==> config.mk <==
export PLATFORM = sky130hd
export DESIGN_NAME = uart_mode_decoder
export DESIGN_NICKNAME = d
export VERILOG_FILES = /design/src/rtl/uart_mode_decoder.sv
export SDC_FILE = /design/constraint.sdc
export NUM_CORES = 1
export LEC_CHECK = 0
export ABC_CLOCK_PERIOD_IN_PS = 2300
export BUFFER_PORTS_ARGS = -buffer_cell sky130_fd_sc_hd__buf_2
export CORE_UTILIZATION = 55
export CTS_CLUSTER_DIAMETER = 120
export DETAILED_ROUTE_END_ITERATION = 10
export PLACE_DENSITY = 0.86
export SYNTH_ARGS = -nofsm -noshare
export SYNTH_HDL_FRONTEND = slang
export SYNTH_SLANG_ARGS = --single-unit
==> constraint.sdc <==
create_clock -name clk -period 2.3 [get_ports clk]
set_input_delay 0.575 -clock clk [delete_from_list [all_inputs] [get_ports clk]]
set_output_delay 0.575 -clock clk [all_outputs]
set_load 0.03 [all_outputs]
==> src/rtl/uart_mode_decoder.sv <==
// 8N1 UART receiver that decodes single-character commands into one-hot mode flags a..f.
// Define UART_PARITY_EN to receive 8E1 frames with even-parity checking.
module uart_mode_decoder #(
    parameter int unsigned CLK_HZ       = 25000000,
    parameter int unsigned BAUD         = 115200,
    parameter int unsigned CLKS_PER_BIT = CLK_HZ / BAUD
) (
    input  logic       clk,
    input  logic       reset,
    input  logic       rx,
    output logic       a,
    output logic       b,
    output logic       c,
    output logic       d,
    output logic       e,
    output logic       f,
    output logic [7:0] rx_byte,
    output logic       rx_valid,
    output logic       cmd_valid,
    output logic       frame_err
);

    localparam int unsigned CW = $clog2(CLKS_PER_BIT);
    localparam logic [CW-1:0] FULL_LAST = CW'(CLKS_PER_BIT - 1);
    localparam logic [CW-1:0] HALF_LAST = CW'(CLKS_PER_BIT / 2 - 1);

`ifdef UART_PARITY_EN
    typedef enum logic [2:0] {
        StIdle, StStart, StData, StParity, StStop, StWaitIdle
    } state_e;
`else
    typedef enum logic [2:0] {
        StIdle, StStart, StData, StStop, StWaitIdle
    } state_e;
`endif

    state_e        state_q, state_d;
    logic          rx_meta_q, rxs_q;
    logic [CW-1:0] cnt_q, cnt_d;
    logic [2:0]    bit_q, bit_d;
    logic [7:0]    shift_q, shift_d;
    logic          done_q, done_d;
    logic          err_q, err_d;
    logic [5:0]    flags_q;
    logic [7:0]    rx_byte_q;
    logic          rx_valid_q, cmd_valid_q;
    logic          par_ok;
    logic          cmd_hit;
    logic [5:0]    cmd_flags;
    logic [7:0]    lower;
    logic [2:0]    cmd_idx;

`ifdef UART_PARITY_EN
    logic par_err_q, par_err_d;
    assign par_ok = !par_err_q;
`else
    assign par_ok = 1'b1;
`endif

    always_ff @(posedge clk or posedge reset) begin
        if (reset) begin
            rx_meta_q   <= 1'b1;
            rxs_q       <= 1'b1;
            state_q     <= StIdle;
            cnt_q       <= '0;
            bit_q       <= '0;
            shift_q     <= '0;
            done_q      <= 1'b0;
            err_q       <= 1'b0;
            flags_q     <= '0;
            rx_byte_q   <= '0;
            rx_valid_q  <= 1'b0;
            cmd_valid_q <= 1'b0;
`ifdef UART_PARITY_EN
            par_err_q   <= 1'b0;
`endif
        end else begin
            rx_meta_q   <= rx;
            rxs_q       <= rx_meta_q;
            state_q     <= state_d;
            cnt_q       <= cnt_d;
            bit_q       <= bit_d;
            shift_q     <= shift_d;
            done_q      <= done_d;
            err_q       <= err_d;
            rx_valid_q  <= done_q;
            cmd_valid_q <= done_q && cmd_hit;
            if (done_q) rx_byte_q <= shift_q;
            if (done_q && cmd_hit) flags_q <= cmd_flags;
`ifdef UART_PARITY_EN
            par_err_q   <= par_err_d;
`endif
        end
    end

    always_comb begin
        state_d = state_q;
        cnt_d   = cnt_q + CW'(1);
        bit_d   = bit_q;
        shift_d = shift_q;
        done_d  = 1'b0;
        err_d   = 1'b0;
`ifdef UART_PARITY_EN
        par_err_d = par_err_q;
`endif
        unique case (state_q)
            StIdle: begin
                cnt_d = '0;
`ifdef UART_PARITY_EN
                par_err_d = 1'b0;
`endif
                if (!rxs_q) begin
                    state_d = StStart;
                    bit_d   = '0;
                end
            end
            StStart: begin
                if (cnt_q == HALF_LAST) begin
                    cnt_d   = '0;
                    state_d = rxs_q ? StIdle : StData;
                end
            end
            StData: begin
                if (cnt_q == FULL_LAST) begin
                    cnt_d   = '0;
                    shift_d = {rxs_q, shift_q[7:1]};
                    if (bit_q == 3'd7) begin
`ifdef UART_PARITY_EN
                        state_d = StParity;
`else
                        state_d = StStop;
`endif
                    end else begin
                        bit_d = bit_q + 3'd1;
                    end
                end
            end
`ifdef UART_PARITY_EN
            StParity: begin
                if (cnt_q == FULL_LAST) begin
                    cnt_d     = '0;
                    par_err_d = ^{shift_q, rxs_q};
                    state_d   = StStop;
                end
            end
`endif
            StStop: begin
                if (cnt_q == FULL_LAST) begin
                    cnt_d = '0;
                    if (rxs_q && par_ok) begin
                        done_d  = 1'b1;
                        state_d = StIdle;
                    end else begin
                        err_d   = 1'b1;
                        state_d = rxs_q ? StIdle : StWaitIdle;
                    end
                end
            end
            StWaitIdle: begin
                cnt_d = '0;
                if (rxs_q) state_d = StIdle;
            end
            default: begin
                cnt_d   = '0;
                state_d = StIdle;
            end
        endcase
    end

    // Folding bit 5 maps 'A'..'F' onto 'a'..'f'; no other byte lands in that range.
    always_comb begin
        cmd_hit   = 1'b0;
        cmd_flags = '0;
        lower     = shift_q | 8'h20;
        cmd_idx   = lower[2:0] - 3'd1;
        if (shift_q == 8'h30) begin
            cmd_hit = 1'b1;
        end else if (lower >= 8'h61 && lower <= 8'h66) begin
            cmd_hit   = 1'b1;
            cmd_flags = 6'b000001 << cmd_idx;
        end
    end

    assign {f, e, d, c, b, a} = flags_q;
    assign rx_byte   = rx_byte_q;
    assign rx_valid  = rx_valid_q;
    assign cmd_valid = cmd_valid_q;
    assign frame_err = err_q;

endmodule

# Word level (Yosys, flattened, before mapping)
# Index checks and enable logic that the tools add are counted.
totals:
  ff_bits: 42
  inputBits: 3
  output_inout_bits: 17
classes:
  add_sub_neg: 3
  n_lt_le_gt_ge: 2
  n_eq_ne: 15
  n_shift: 1
  mux: 26
  n_reduce_logical: 8
op_table:
  columns: ["op", "count"]
  rows:
  - ["$mux 3", 10]
  - ["$mux 8", 2]
  - ["$pmux 8 s2", 1]
  - ["$pmux 3 s5", 1]
  - ["$ne 2x2->1 const B", 7]
  - ["$mux 6", 2]
  - ["$add 8x1->8 const B", 1]
  - ["$eq 8x6->1 const B", 1]
  - ["$eq 8x7->1 const B", 1]
  - ["$eq 8x8->1 const B", 1]
  - ["$ge 8x7->1 const B", 1]
  - ["$le 8x7->1 const B", 1]
  - ["$mux 1", 8]
  - ["$eq 3x2->1 const B", 2]
  - ["$eq 3x3->1 const B", 2]
  - ["$pmux 3 s2", 1]
  - ["$reduce_and 6->1", 1]
  - ["$shl 1x3->6 const A", 1]
  - ["$reduce_and 4->1", 1]
  - ["$add 3x1->3 const B", 1]
  - ["$eq 3x1->1 const B", 1]
  - ["$logic_not 3->1", 1]
  - ["$sub 3x1->3 const B", 1]
  - ["$logic_and 1x1->1", 2]
  - ["4 further kinds", 4]

# Logic depth before layout (Yosys ltp)
logic_depth:
  word_depth: 5
  depth_mapped: 6
  ltp_nobuf: 6

# Worst setup path before layout
# OpenSTA, ideal clock, no wires.
synth_path:
  path_kind: "flip-flop to flip-flop"
  from: "register cnt_q[0]"
  to: "register bit_q[1]"
  setup_time_ps: 125
  arrival_ps: 1666
  required_time_ps: 2175
  setup_slack_ps: 509
  path_stages_with_launch: 7
  n_path_buf: 0
  path_cell_list: "dfrtp_1 -> inv_1 -> ha_1 -> nand2_1 -> or3_4 -> nor4b_4 -> mux2_2"
synth_between:
  elab_chain_cells: 3
synth_lines:
  columns: ["item", "line", "rtl"]
  rows:
  - ["start: declaration", "39", "logic [CW-1:0] cnt_q, cnt_d;"]
  - ["start signal: assignment", "81", "cnt_q <= cnt_d;"]
  - ["$eq 8x8->1", "124", "if (cnt_q == FULL_LAST) begin"]
  - ["$ne 2x2->1 (no line)", null, null]
  - ["$reduce_and 4->1 (no line)", null, null]
  - ["end signal: assignment", "82", "bit_q <= bit_d;"]
  - ["end: declaration", "40", "logic [2:0] bit_q, bit_d;"]
# No other way between the ends.
# A chain may end at the register's enable or synchronous reset.

# Worst setup path after layout
layout_path:
  from: "register cnt_q[0]"
  to: "register shift_q[5]"
layout_between:
  elab_chain_cells: 2
layout_lines:
  columns: ["item", "line", "rtl"]
  rows:
  - ["$eq 8x8->1", "124", null]
  - ["$reduce_and 2->1 (no line)", null, null]
  - ["end signal: assignment", "83", "shift_q <= shift_d;"]
  - ["end: declaration", "41", "logic [7:0] shift_q, shift_d;"]
# No other way between the ends.

==> flow_metrics.py <==
metrics = {
    "synth": {
        "ys_ff_latch": 42,
        "synth_top_family_by_area": "simple AND/OR/NAND/NOR gates",
        "synth-edff-count": 0,
        "ys_warn_count": 0,
        "muxShareOfSynthArea_pct": 13.4,
        "synth_area_leaders": "dfrtp_1, mux2_2, nor2_1",
        "synth_cell_types": 42,
        "syn-instance-count": 150,
        "syn-num-nets": 157,
        "avgSynthCellArea_sq_um": 12.5,
        "synth-compound-area-share_pct": 5.85,
        "synth_top_area_share_pct": 53.2,
        "synth-xor-area-share_pct": 2.79,
        "synthArstFlopShare_pct": 100,
        "synth-simple-area-share_pct": 16.9,
        "synthAdderAreaFrac_pct": 2.66,
        "syn_area_sq_um": 1880,
        "synth_flop_cell": "dfrtp_1",
        "yosys.area.top_type": "dfrtp_1",
        "yosysSeqAreaShare_pct": 56.0,
    },
    "floorplan": {
        "ioPinCount": 20,
        "initial_core_util_pct": 59.7,
        "die_w_um": 60.5,
        "rows": 20,
        "die-area_sq_um": 3660,
        "core_area_sq_um": 3150,
        "die_h_um": 60.5,
    },
    "global_route": {
        "use_met1_pct": 23.0,
        "grt.busiest_layer": "met2",
        "grt_pass1_wl_mm": 5.41,
        "grt_remaining_overflow": 0,
        "grt_use_total_pct": 20.8,
        "antenna_found_initial": 0,
        "met2_usage_pct": 36.6,
        "grt_max_degree": 43,
        "met3_usage_pct": 6.40,
        "grt_pass1_vias": 1197,
    },
    "setup_path": {
        "cp_num_cells": 6,
        "cp_num_buf_inv": 1,
        "arrival_ns": 2.23,
        "cp-end-kind": "register",
        "slowest_stage": "dfrtp_1",
        "critPathKind": "register to register",
        "r2r-end": "shift_q[5]",
        "rrSetupSlack_ns": 0.32,
        "critical_path_required_ns": 2.55,
        "max_stage_delay_ns": 0.44,
        "startpoint": "cnt_q[0]",
        "crit_fanout": 8,
        "startpoint_type": "register",
        "reg2regPathDepth": 6,
        "critPathTopFamily": "simple AND/OR/NAND/NOR gates",
        "reg2reg_from": "cnt_q[0]",
        "endpoint": "shift_q[5]",
        "path_cells": "inv_1 > ha_1 > nand4b_1 > nor3_1 > nand2_1 > mux2_2",
    },
    "min_path": {
        "min_from": "rx",
        "hold_path.class": "primary input to register",
    },
    "placed_design": {
        "dpl.cell_count": 213,
        "hpwl_mm": 2.28,
        "place_congestion": 0.841,
        "io_buffers": 19,
    },
    "clock_network": {
        "max-clock-path-buffers": 2,
        "cts_made_buffers": 5,
        "post_cts_buffers": 0,
        "numClockSinks": 42,
        "cts_hold_buf": 0,
        "cts_tree": "built",
        "ctsRootBufferMaster": "clkbuf_4",
        "clock_latency_ns": 0.35,
        "ctsHtreeMaxLevel": 2,
        "post_cts_resized": 0,
        "clk_pin_slew_ns": 0.12,
    },
    "sta": {
        "slew_headroom_pct": 62.8,
        "setup_viol": 0,
        "worstMarginPinSlew_ns": 0.553,
        "drv_slew": 0,
        "fmax_ghz": 0.505,
        "hold_violations": 0,
        "tns_ns": 0,
        "grt_setup_unrepaired": "false",
        "finClkSkew_ns": 0.00983,
        "fin_crit_ns": 1.98,
        "post-route-period-util_pct": 86.1,
    },
    "final_layout": {
        "final_common_cell": "dfrtp_1",
        "antenna_cells": 0,
        "syn_to_final_growth_pct": 11.8,
        "instances_no_fill": 221,
        "nets": 183,
        "final_cell_mix": "dfrtp_1, buf_2, mux2_2, nor2_1, inv_1",
        "final_layout_size_suffix_gt1_share_pct": 33.3,
        "post-route-util_pct": 66.7,
    },
    "drt": {
        "post_drt_wl_per_cell_um": 14.5,
        "detail-route-antenna-nets": 0,
        "vias_per_cell": 5.57,
        "drt_pass1_iterations": 6,
        "drt-total-wl_mm": 3.20,
        "drc": 0,
        "drt_iter0_drc": 67,
        "vias": 1232,
    },
    "status": {
        "status": "complete, no violations",
    },
    "power": {
        "power.share.sequential_pct": 65.2,
        "netSwitchingFraction_pct": 21.8,
        "p_int_mw": 0.891,
        "p_leak_nw": 1.05,
        "power.density_nw_per_um2": 542,
        "peakVddDrop_mv": 0.382,
        "p_switching_mw": 0.248,
        "combPwrFrac_pct": 1.5,
        "power_mw": 1.14,
        "power_frac_clock_pct": 33.3,
    },
    "run": {
        "cap_viol_max_count": 0,
    },
}
-- synth_stat cells (2+ instances only) --
master and n:
nor2b_1 2, nand4b_1 3, a21oi_1 2, nand2_1 5, nand3_1 5, nor2_1 15, mux2_4 2, nand3b_1 2
clkbuf_1 2, dfrtp_1 40, or4_1 2, xor2_1 2, inv_1 10, dfstp_2 2, a21o_1 2, xnor2_1 4
mux2_2 18, nor3_1 2, nor3b_1 2, ha_1 4, mux2i_1 2, o21ai_0 2
-- cells by family (layout without fill, tap and decap cells) --
family                   count (synthesis)  count (layout)
multiplexers                            22              22
buffers and inverters                   12              39
AND/OR/NAND/NOR                         51              51
adder cells (fa/ha/maj)                  4               4
XOR/XNOR                                 6               6
AO/OA/AOI/OAI                           13              13
flip-flops                              42              42
-- state kept, by name, indices dropped and copies added (netlist names) --
register,flops
done_q,1
shift_q,8
rx_meta_q,1
cnt_q,8
rxs_q,1
bit_q,3
state_q,3
rx_valid,1
cmd_valid,1
rx_byte,8
frame_err,1
flags_q,6
-- power groups by stage --
| stage | combinational (mW) | clock, mW | sequential [mW] |
|---|---|---|---|
| 3_3_place_gp | 0.0169 | 0 | 0.757 |
| 2_1_floorplan | 0.0111 | 0 | 0.757 |
| 6_report | 0.0166 | 0.379 | 0.743 |
| 4_1_cts | 0.0177 | 0.402 | 0.743 |
| 5_1_grt | 0.0201 | 0.432 | 0.744 |
| 3_5_place_dp | 0.0176 | 0 | 0.757 |
-- per-stage QoR --
step	cell area, sq um	worst slack (ns)	hold slack [ns]
2_1_floorplan	1880	0.509	0.345
3_3_place_gp	2040	0.462	0.346
3_5_place_dp	2040	0.348	0.353
4_1_cts	2100	0.318	0.284
5_1_grt	2100	0.251	0.283
6_report	2100	0.319	0.309
-- cell type report --
cell class	count	area, sq um
clock buffer	6	51.3
clock inverter	2	12.5
fill	262	1050
inverter	10	37.5
multi-input combinational	96	783
sequential	42	1050
tap	44	55.1
timing repair buffer	21	110
-- how the worst min path moves through the flow --
stage | end | slack, ns | cells past startpoint
global placement | rxs_q | 0.35 | 0
floorplan | rxs_q | 0.35 | 0
finish | rx_meta_q | 0.31 | 1
global route | rx_meta_q | 0.28 | 1
detailed placement | rxs_q | 0.35 | 0
CTS | rx_meta_q | 0.28 | 1
-- layer usage --
| layer | vias to the layer above | wire [um] |
|---|---|---|
| li1 | 580 | - |
| met1 | 611 | 1320 |
| met2 | 39 | 1730 |
| met3 | 2 | 146 |
| met4 | 0 | 15 |
| met5 | - | 0 |
No activity file was read; power rests on OpenSTA's default activity.
